--- config.mk ---
export PLATFORM = sky130hd
export DESIGN_NAME = debounce_scheduler
export DESIGN_NICKNAME = d
export VERILOG_FILES = /design/src/rtl/debounce_scheduler.sv
export SDC_FILE = /design/constraint.sdc
export NUM_CORES = 1
export LEC_CHECK = 0
export CAP_MARGIN = 20
export CORE_UTILIZATION = 50
export CTS_CLUSTER_SIZE = 24
export DETAILED_ROUTE_END_ITERATION = 8
export PLACE_DENSITY = 0.74
export SETUP_SLACK_MARGIN = 0.4
export SLEW_MARGIN = 15
export SYNTH_ARGS = -nofsm -noshare
export SYNTH_HDL_FRONTEND = slang
export SYNTH_SLANG_ARGS = --single-unit
--- constraint.sdc ---
create_clock -name clk -period 1.96 [get_ports clk]
set_clock_uncertainty 0.1 [all_clocks]
set_input_delay 0.392 -clock clk [delete_from_list [all_inputs] [get_ports clk]]
set_output_delay 0.392 -clock clk [all_outputs]
set_load 0.01 [all_outputs]
--- src/rtl/debounce_scheduler.sv ---
// debounce_scheduler: time-multiplexed debouncer for a bank of N switches.
// One shared tick prescaler and one scan sequencer visit each channel once per
// tick, one channel per clock, and update its stability counter and debounced
// level.
//
// Ports:
//   clk      system clock
//   reset    synchronous, active-high reset
//   sw       raw asynchronous switch levels (N bits)
//   en       per-channel enable; 0 forces the channel low and idle
//   db       debounced levels
//   rise     one-cycle pulse, coincident with db[i] going 0->1
//   fall     one-cycle pulse, coincident with db[i] going 1->0
//   busy     high while the sequencer is visiting channels
//   overrun  sticky flag: a tick arrived while one was already pending
module debounce_scheduler #(
  parameter int unsigned N            = 4,
  parameter int unsigned TICK_M       = 500_000,
  parameter int unsigned STABLE_TICKS = 3
) (
  input  logic         clk,
  input  logic         reset,
  input  logic [N-1:0] sw,
  input  logic [N-1:0] en,
  output logic [N-1:0] db,
  output logic [N-1:0] rise,
  output logic [N-1:0] fall,
  output logic         busy,
  output logic         overrun
);

  localparam int unsigned CntW = $clog2(STABLE_TICKS + 1);
  localparam int unsigned PreW = $clog2(TICK_M);
  localparam int unsigned IdxW = (N > 1) ? $clog2(N) : 1;

  localparam logic [CntW-1:0] CntLast = CntW'(STABLE_TICKS - 1);
  localparam logic [PreW-1:0] PreLast = PreW'(TICK_M - 1);
  localparam logic [IdxW-1:0] IdxLast = IdxW'(N - 1);

  typedef enum logic {StIdle, StScan} state_e;

  state_e          state_q;
  logic [N-1:0]    sync1_q;
  logic [N-1:0]    sample_q;
  logic [N-1:0]    db_q;
  logic [N-1:0]    rise_q;
  logic [N-1:0]    fall_q;
  logic [CntW-1:0] cnt_q [N];
  logic [PreW-1:0] presc_q;
  logic [IdxW-1:0] idx_q;
  logic            pending_q;
  logic            overrun_q;
  logic            tick;
  logic            last;

  assign tick = (presc_q == PreLast);
  assign last = (idx_q == IdxLast);

  // Two-flop synchronizer; sample_q is the level the scanner looks at.
  always_ff @(posedge clk) begin
    if (reset) begin
      sync1_q  <= '0;
      sample_q <= '0;
    end else begin
      sync1_q  <= sw;
      sample_q <= sync1_q;
    end
  end

  always_ff @(posedge clk) begin
    if (reset) begin
      presc_q <= '0;
    end else if (tick) begin
      presc_q <= '0;
    end else begin
      presc_q <= presc_q + 1'b1;
    end
  end

  always_ff @(posedge clk) begin
    if (reset) begin
      state_q   <= StIdle;
      idx_q     <= '0;
      pending_q <= 1'b0;
      overrun_q <= 1'b0;
      db_q      <= '0;
      rise_q    <= '0;
      fall_q    <= '0;
      for (int i = 0; i < N; i++) begin
        cnt_q[i] <= '0;
      end
    end else begin
      rise_q <= '0;
      fall_q <= '0;
      unique case (state_q)
        StIdle: begin
          if (tick) begin
            state_q <= StScan;
            idx_q   <= '0;
          end
        end
        StScan: begin
          // Visit channel idx_q.
          if (!en[idx_q]) begin
            db_q[idx_q]   <= 1'b0;
            cnt_q[idx_q]  <= '0;
            fall_q[idx_q] <= db_q[idx_q];
          end else if (sample_q[idx_q] == db_q[idx_q]) begin
            cnt_q[idx_q] <= '0;
          end else if (cnt_q[idx_q] == CntLast) begin
            db_q[idx_q]   <= ~db_q[idx_q];
            cnt_q[idx_q]  <= '0;
            rise_q[idx_q] <= ~db_q[idx_q];
            fall_q[idx_q] <= db_q[idx_q];
          end else begin
            cnt_q[idx_q] <= cnt_q[idx_q] + 1'b1;
          end

          // Sequencing. A tick landing on the last cycle with nothing pending
          // is consumed directly by restarting the scan.
          if (!last) begin
            idx_q <= idx_q + 1'b1;
          end else if (pending_q || tick) begin
            idx_q <= '0;
          end else begin
            state_q <= StIdle;
          end

          // Tick bookkeeping: one tick may wait, a second one is lost.
          if (tick) begin
            if (pending_q) begin
              overrun_q <= 1'b1;
            end else if (!last) begin
              pending_q <= 1'b1;
            end
          end
          if (last && pending_q) begin
            pending_q <= 1'b0;
          end
        end
        default: state_q <= StIdle;
      endcase
    end
  end

  assign db      = db_q;
  assign rise    = rise_q;
  assign fall    = fall_q;
  assign busy    = (state_q == StScan);
  assign overrun = overrun_q;

endmodule
* Word-level counts from Yosys, hierarchy flattened
Memory sizes are Yosys's and may differ from the RTL's. A register that Yosys moved wholly into a read port is not among the register bits.
Index checks and enable logic that the tools add are counted.
** Storage, ports and cells
- Input port bits :: 10
- Bits in writable memories :: 8
- Memories :: 1
- Bits in registers :: 44
** Memories
- cnt_q :: depth 4, bits a word 2, rd ports 1, clocked after memory_dff 1, write ports 4, line 48 : logic [CntW-1:0] cnt_q [N];
** Cells by class
- Add/subtract/negate cells :: 3
- $lt $le $gt $ge :: 2
- Multiplexer cells :: 58
- Bitwise gates (word level) :: 11
- Equal/unequal tests :: 8
- Reductions and logical operators :: 12
** Operator list (number)
- 1-bit 2-to-1 mux :: 35
- 4-bit 2-to-1 mux :: 6
- 2-bit 2-to-1 mux :: 10
- 19-bit by 1-bit adder with 19-bit output (second input constant) :: 1
- 19-bit == test (second input constant) :: 1
- 4-bit AND :: 3
- 1-bit binary-select mux with 2-bit select :: 3
- 3-bit AND reduction :: 2
- 2-bit OR reduction :: 3
- 5-bit OR reduction :: 1
- 2-bit by 1-bit adder with 2-bit output (second input constant) :: 2
- 4-bit bitwise mux :: 1
- 2-bit == test (second input constant) :: 2
- 2-bit != test (second input constant) :: 2
- 1-bit NOT :: 4
- 4-bit NOT :: 1
- 2-bit one-hot mux with 2 select lines :: 1
- 2-bit AND reduction :: 2
- 2-bit by 3-bit less-than comparator with 1-bit output (second input constant) :: 1
- 3-bit by 2-bit != test with 1-bit output (second input constant) :: 1
- 1-bit bitwise OR :: 3
- 1-bit demux with 2-bit select :: 1
- 2-bit by 1-bit >= comparator with 1-bit output (second input constant) :: 1
- 1-bit logical AND :: 2
- 5 further kinds :: 5

* Depth between registers and ports, before layout
Gate-level depths: netlist of run 1.
- Depth in word-level cells :: 13
- Mapped depth :: 7
- Depth with buffers taken out :: 7

* Least setup slack after synthesis of run 1
No wires, ideal clock.
- Path type :: reg-to-reg
- Start point :: register (tool-made name)
- End point :: register db_q[1], in the netlist db[1]
- Path slack :: -0.099 ns
- Stages on the path, launching flop included :: 8
- Setup time :: 0.095 ns
- Arrival time :: 1.864 ns
- Path through :: dfxtp_1 > mux4_2 > inv_1 > ha_1 > o2111ai_1 > a21oi_2 > nor3b_2 > a221oi_1
** RTL lines
- end signal: indexed assignment :: line 111 : db_q[idx_q] <= ~db_q[idx_q];
- end: declaration :: line 45 : logic [N-1:0] db_q;

==> results of run 1 <==
[critical path, cell delays in order (launching register included)]
cell	delay [ns]
dfxtp_4	0.37
mux4_2	0.51
inv_2	0.08
ha_4	0.17
o2111ai_4	0.12
a21oi_4	0.24
nand2_2	0.13
a221oi_2	0.24
[registers in the layout, summed over array words and instances, names as in the netlist, 2 cells and up, named ones only]
signal,count
cnt_q,8
fall,4
idx_q,2
sample_q,4
sync1_q,4
rise,4
db,4
presc_q,19
[cells by family after synthesis]
| kind of cell | Yosys count |
|---|---|
| XOR/XNOR | 18 |
| AO/OA/AOI/OAI | 24 |
| AND/OR/NAND/NOR | 98 |
| flip-flops | 54 |
| multiplexers | 7 |
| buffers and inverters | 18 |
| adder cells (fa/ha/maj) | 7 |
[metal layers]
layer / global-route usage (%) / vias up / part of all wire, %
li1: - / 882 / -
met1: 23.75 / 840 / 47
met2: 30.34 / 32 / 49
met3: 4.329 / 5 / 2.9
met4: 6.444 / 0 / 1.3
met5: 0 / - / 0
[how the worst max path moves through the flow]
| stage | start | to | slack [ns] | cells after the start |
|---|---|---|---|---|
| finish | flip-flop | db[3] | -0.09 | 7 |
| global route | flip-flop | db[2] | -0.15 | 7 |
| CTS | flip-flop | db[2] | -0.09 | 7 |
| detailed placement | en[2] | db[1] | -0.19 | 5 |
| global placement | en[3] | db[1] | -0.13 | 5 |
| floorplan | flip-flop | db[1] | 0.005 | 7 |
[metrics by stage]
stage	area, sq um	hold WS, ns	utilization [%]
after floorplan	2379	0.3138	-
after global placement	2753	0.3185	62.79
after detailed placement	2753	0.3292	62.79
after CTS	2848	0.3504	64.95
after global routing	3072	0.3632	70.06
final	3072	0.3449	70.06
[cell usage after synthesis, types with 4 or more instances]
master     n
and2_1     6
clkbuf_1   4
nand4_1    6
a21oi_1    7
xnor2_1    7
ha_1       7
dfxtp_1   46
nand3_1   11
edfxtp_1   8
mux4_2     5
nand2_1   11
inv_1     11
nor2_1    29
xor2_1    11
nor2b_1    9
o21bai_1   5
and3_1    13
[layout make-up]
type	instances	area (sq um)	area share, %
multi-input cells	154	1266	41.22
clock buffers	8	80.08	2.607
flip-flops and latches	54	1194	38.86
well taps	52	65.06	2.118
inverters	11	41.29	1.344
repair buffers	48	425.4	13.85
[what timing repair did]
action / 4_1_cts / 5_1_grt
pin swaps: 11 / 17
gates cloned: 0 / 1
resized for setup: 19 / 50
buffers inserted: 2 / 5
setup endpoints to repair: 54 / 46
hold buffers: 0 / 0
[power breakdown]
part / internal [mW] / leakage [nW] / total, mW / switching (mW)
combinational: 0.0521 / 0.728 / 0.0949 / 0.0428
clock: 0.255 / 0.0395 / 0.589 / 0.334
sequential: 1.13 / 0.465 / 1.14 / 0.0100
==> impl_results.md, run 1 <==
- #FFs+latches synth: 54
- Mux contribution to synthesized area: 5.751%
- Power Total: around 1.8 mW
- Gr ovfl total: 0
- Die W: ~70 microns
- Async SR Flop Fraction: 0%
- Final HPWL DP: 2982 microns
- DRT iter0 DRCs: 120
- Synth top area cells: dfxtp_1, edfxtp_1, mux4_2
- Placed cells: 311
- Maximum capacitance violations: 0
- Final Hold Fails: 0
- EDFF count, synth: 8
- H-Tree Depth: 2
- Post-Synth XOR/XNOR Area: under 10%
- Tightest Pin Transition: 0.2936 ns
- Rel. slew slack: 80.28%
- Nets: 291
- Post-synthesis cell count: about 230
- Fin cells: 327
- GP Congestion: 0.9113
- Most frequent cells in the layout: dfxtp_1, nor2_1, buf_4, dlygate4sd2_1, and3_1
- Dpl ws: -0.1914 ns
- Cell taking the most area after synthesis: dfxtp_1
- Most common cell after layout, fill and taps aside: dfxtp_1
- Largest net degree at the start of global routing: 27
- LEAKAGE: 1.232 nW
- DIE HEIGHT: 69.91 microns
- Outcome: finished with violations
- Reg2reg end: db[3]
- Row count: 24
- RSZ-0062 raised after global routing: true
- Worst EP required: approximately 2.1 ns
- Area growth syn-to-layout: 33.21%
- Sequential share of the synthesized area: about half
- R2R depth: 7
- Startpoint Class: flip-flop
- Post-synth cell types: 39
- Ys flop type: dfxtp_1
- Synth Area per Inst: 10.20 sq um
- Number of global-route vias before repair: 1655
- Simple-gate share of the synthesized area: 22.19%
- Clock tree buffer depth: 2
- Initial antenna violation count: 0
- Antenna cell count: 0
- Hold_sp: sync1_q[1]
- Synth Area in Compound Gates: 7.488%
- Port bufs: 23
- Global-route wire length before repair: 7217 microns
- R2R setup slack: -0.09 ns
- Worst skew pair latency: 0.30 ns
- Clk pin slew, worst setup/hold paths: 0.09 ns
- Post-Syn Area: 2306 sq um
- Share of the synthesized area in the top cell type: 39.93%
- Post-Route WL: 4494 microns
- CORE AREA: 4384 sq um
- Worst setup EP type: flip-flop
- Antenna Violating Nets Remaining: 0
- Cell Pwr Density: a little under 600 nW/um^2
- Critical path peak fanout: 4
- Top Ports: 24
- Type of the most critical hold path: flip-flop to flip-flop
- Gr usage total: 18.42%
- Final setup TNS: -0.2726 ns
- Worst IR Drop VDD: 0.4851 mV
- F_max: roughly 490 MHz
- FILL cells: 317
- Routed vias/inst: 5.379
- CTS Sinks: 54
- CP arrival: 2.17 ns
- Post-route DRC: 0
- Yosys warning count: 0
- CTS tree: yes
- Mean routed wirelength per cell: 13.74 microns
- Final setup margin: -0.08697 ns
- Crit share post-route: 104.4%
- Final setup vio count: 4
- Drt pass-1 iters: 4
- Share of post-route cells with drive strength above 1: 31.27%
- WHS Endpoint: sample_q[1]
- Die area: 4887 sq um
- Adder-cell area share of the yosys netlist: 3.798%
- Root buf cell: clkbuf_8
- Cts bufs inserted: 5
- Violated checks: setup timing
- Syn Nets: 243
- Final worst path period need: 2.047 ns
- Initial Utilization: 52.60%
- Critical path class: flip-flop to flip-flop
- Main combinational cell family by area after synthesis: simple AND/OR/NAND/NOR gates
- Final slew viol count: 0
- Total number of vias: 1759
- Hold path depth: 1
(Power assumes the default switching activity.)
==> inputs of run 2 (changes only) <==
--- a/config.mk
+++ b/config.mk
@@ -9,6 +9,7 @@
 export CORE_UTILIZATION = 50
 export CTS_CLUSTER_SIZE = 24
 export DETAILED_ROUTE_END_ITERATION = 8
+export GPL_ROUTABILITY_DRIVEN = 0
 export PLACE_DENSITY = 0.74
 export SETUP_SLACK_MARGIN = 0.4
 export SLEW_MARGIN = 15
==> results of run 2 <==
Final layout, timing and power as in run 1 (identical DEF).
==> inputs of run 3 (changes only) <==
--- a/config.mk
+++ b/config.mk
@@ -6,7 +6,9 @@
 export NUM_CORES = 1
 export LEC_CHECK = 0
 export CAP_MARGIN = 20
+export CORE_MARGIN = 2
 export CORE_UTILIZATION = 50
+export CTS_BUF_LIST = sky130_fd_sc_hd__clkbuf_4 sky130_fd_sc_hd__clkbuf_8 sky130_fd_sc_hd__clkbuf_16
 export CTS_CLUSTER_SIZE = 24
 export DETAILED_ROUTE_END_ITERATION = 8
 export GPL_ROUTABILITY_DRIVEN = 0
==> run 3 against run 2 <==
Compared with the run above: the run still ends with setup timing left; highest routed layer unchanged; final cell count grew 3.1%; critical endpoint unchanged; maximum frequency shrank 0.29%; largest power group unchanged; critical path depth is the same; critical path type unchanged; worst setup slack lost 0.0059 ns; clock power grew 6.5%.
==> impl_results.md, run 3 (same netlist as run 1, synthesis figures left out) <==
- Outcome: finished with violations (unchanged)
- Violated checks: setup timing (unchanged)
- Crit share post-route: 104.7% (was 104.4%)
- Worst setup EP type: flip-flop (unchanged)
- Startpoint Class: flip-flop (unchanged)
- Max FFs per register: 19 (unchanged)
- Worst skew pair latency: 0.30 ns (about the same)
- Register name with the most flops: presc_q (unchanged)
- Final setup margin: -0.09287 ns (was -0.08697 ns)
- Clock tree buffer depth: 2 (unchanged)
- Rel. slew slack: 79.50% (was 80.28%)
- Final setup TNS: -0.4558 ns (was -0.2726 ns)
- DRT iter0 DRCs: 108 (was 120)
- Worst EP required: 2.03 ns (was 2.08 ns)
- Final Hold Fails: 0 (unchanged)
- Number of global-route vias before repair: 1746 (was 1655)
- Most frequent cells in the layout: dfxtp_1, buf_4, nor2_1, dlygate4sd2_1 (was dfxtp_1, nor2_1, buf_4, dlygate4sd2_1, and3_1)
- Die area: 5171 sq um (was 4887 sq um)
- Initial antenna violation count: 0 (unchanged)
- F_max: 487.1 MHz (was 488.5 MHz)
- Die W: 71.91 microns (was 69.91 microns)
- Top Ports: 24 (unchanged)
- Post-route DRC: 0 (unchanged)
- Cell Pwr Density: 587.2 nW/um^2 (was 595.1 nW/um^2)
- Row count: 24 (unchanged)
- CORE AREA: 4384 sq um (unchanged)
- Area growth syn-to-layout: 39.28% (was 33.21%)
- RSZ-0062 raised after global routing: true (unchanged)
- DP Area: 2745 sq um (was 2753 sq um)
- Maximum capacitance violations: 0 (unchanged)
- CP arrival: 2.13 ns (was 2.17 ns)
- Clk pin slew, worst setup/hold paths: 0.09 ns (about the same)
- Fin area: 3212 sq um (was 3072 sq um)
- FILL cells: 314 (was 317)
- Gr usage total: 18.33% (was 18.42%)
- Drt pass-1 iters: 4 (unchanged)
- Nets: 301 (was 291)
- H-Tree Depth: 2 (unchanged)
- Initial Utilization: 52.60% (unchanged)
- Share of post-route cells with drive strength above 1: 36.84% (was 31.27%)
- Mean routed wirelength per cell: 14.32 microns (was 13.74 microns)
- Critical path class: flip-flop to flip-flop (unchanged)
- Total number of vias: 1792 (was 1759)
- Routed vias/inst: 5.318 (was 5.379)
- Global-route wire length before repair: 7424 microns (was 7217 microns)
- Final slew viol count: 0 (unchanged)
- Top flop regs: presc_q x19, cnt_q x8 (unchanged)
- Post-Route WL: 4826 microns (was 4494 microns)
- Final setup vio count: 12 (was 4)
- Critical path peak fanout: 4 (unchanged)
- Type of the most critical hold path: flip-flop to flip-flop (unchanged)
- Port bufs: 23 (unchanged)
- Final HPWL DP: 3034 microns (was 2982 microns)
- Root buf cell: clkbuf_8 (unchanged)
- Dpl ws: -0.1756 ns (was -0.1914 ns)
- Tightest Pin Transition: 0.3046 ns (was 0.2936 ns)
- LEAKAGE: 1.302 nW (was 1.232 nW)
- Worst IR Drop VDD: 0.4879 mV (was 0.4851 mV)
- DIE HEIGHT: 71.91 microns (was 69.91 microns)
- Antenna cell count: 0 (unchanged)
- Antenna Violating Nets Remaining: 0 (unchanged)
- CTS Sinks: 54 (unchanged)
- Most common cell after layout, fill and taps aside: dfxtp_1 (unchanged)
- Largest net degree at the start of global routing: 27 (unchanged)
- CTS tree: yes (unchanged)
- Gr ovfl total: 0 (unchanged)
- Cts bufs inserted: 5 (unchanged)
- Hold buffers post-CTS: 0 (unchanged)
- Final worst path period need: 2.053 ns (was 2.047 ns)
==> run 3: changes by cell type in the layout (fill, tap and decap cells not counted), sizes merged <==
| cell | change |
|---|---|
| buf | +10 |
==> run 3: metrics by stage <==
stage | instances | power (mW) | utilization [%] | hold WS, ns
4_1_cts | 328 | 1.875 | 66.72 | 0.3480
6_report | 337 | 1.886 | 73.26 | 0.3435
5_1_grt | 337 | 1.954 | 73.26 | 0.3682
3_5_place_dp | 310 | 1.255 | 62.61 | 0.3273
2_1_floorplan | 226 | 1.225 | - | 0.3138
3_3_place_gp | 310 | 1.251 | 62.61 | 0.3180
==> run 3: layout make-up <==
cell class                      count  area, sq um  area share, %
Clock buffer                        8        91.34          2.844
Inverter                           11        41.29          1.286
Multi-Input combinational cell    154         1296          40.36
Sequential cell                    54         1199          37.32
Tap cell                           52        65.06          2.026
Timing Repair Buffer               58        519.2          16.17
==> run 3: final timing paths <==
check / from / endpoint / slack [ns] / cells past startpoint
worst max-delay path: flip-flop / db[3] / -0.09 / 7
worst min-delay path: sync1_q[1] / sample_q[1] / 0.34 / 1
worst max register to register: flip-flop / db[3] / -0.09 / 7
worst min register to register: sync1_q[1] / sample_q[1] / 0.34 / 1
==> run 3: critical path: stages (launching register included) <==
cell      delay, ns
dfxtp_2        0.35
buf_4          0.11
mux4_2         0.52
ha_4           0.21
nand3_1        0.14
a21oi_4        0.09
nor3b_2        0.28
a221oi_1       0.14
==> run 3: timing repair <==
action | CTS | global route
gates resized for setup | 23 | 64
buffers inserted | 10 | 7
endpoints found under the setup margin | 56 | 48
pin swaps | 12 | 16
cloned | 0 | 2
==> run 3: routing by layer <==
layer	track usage [%]	share of wire [%]
met2	30.97	52
met5	0	0
met3	4.444	3.6
met4	7.966	1.3
met1	22.36	43
==> run 3: report_power, final <==
part           switching [mW]  internal, mW
Sequential            0.00828          1.13
Clock                   0.331         0.296
Combinational          0.0526        0.0653
Total                   0.392          1.49
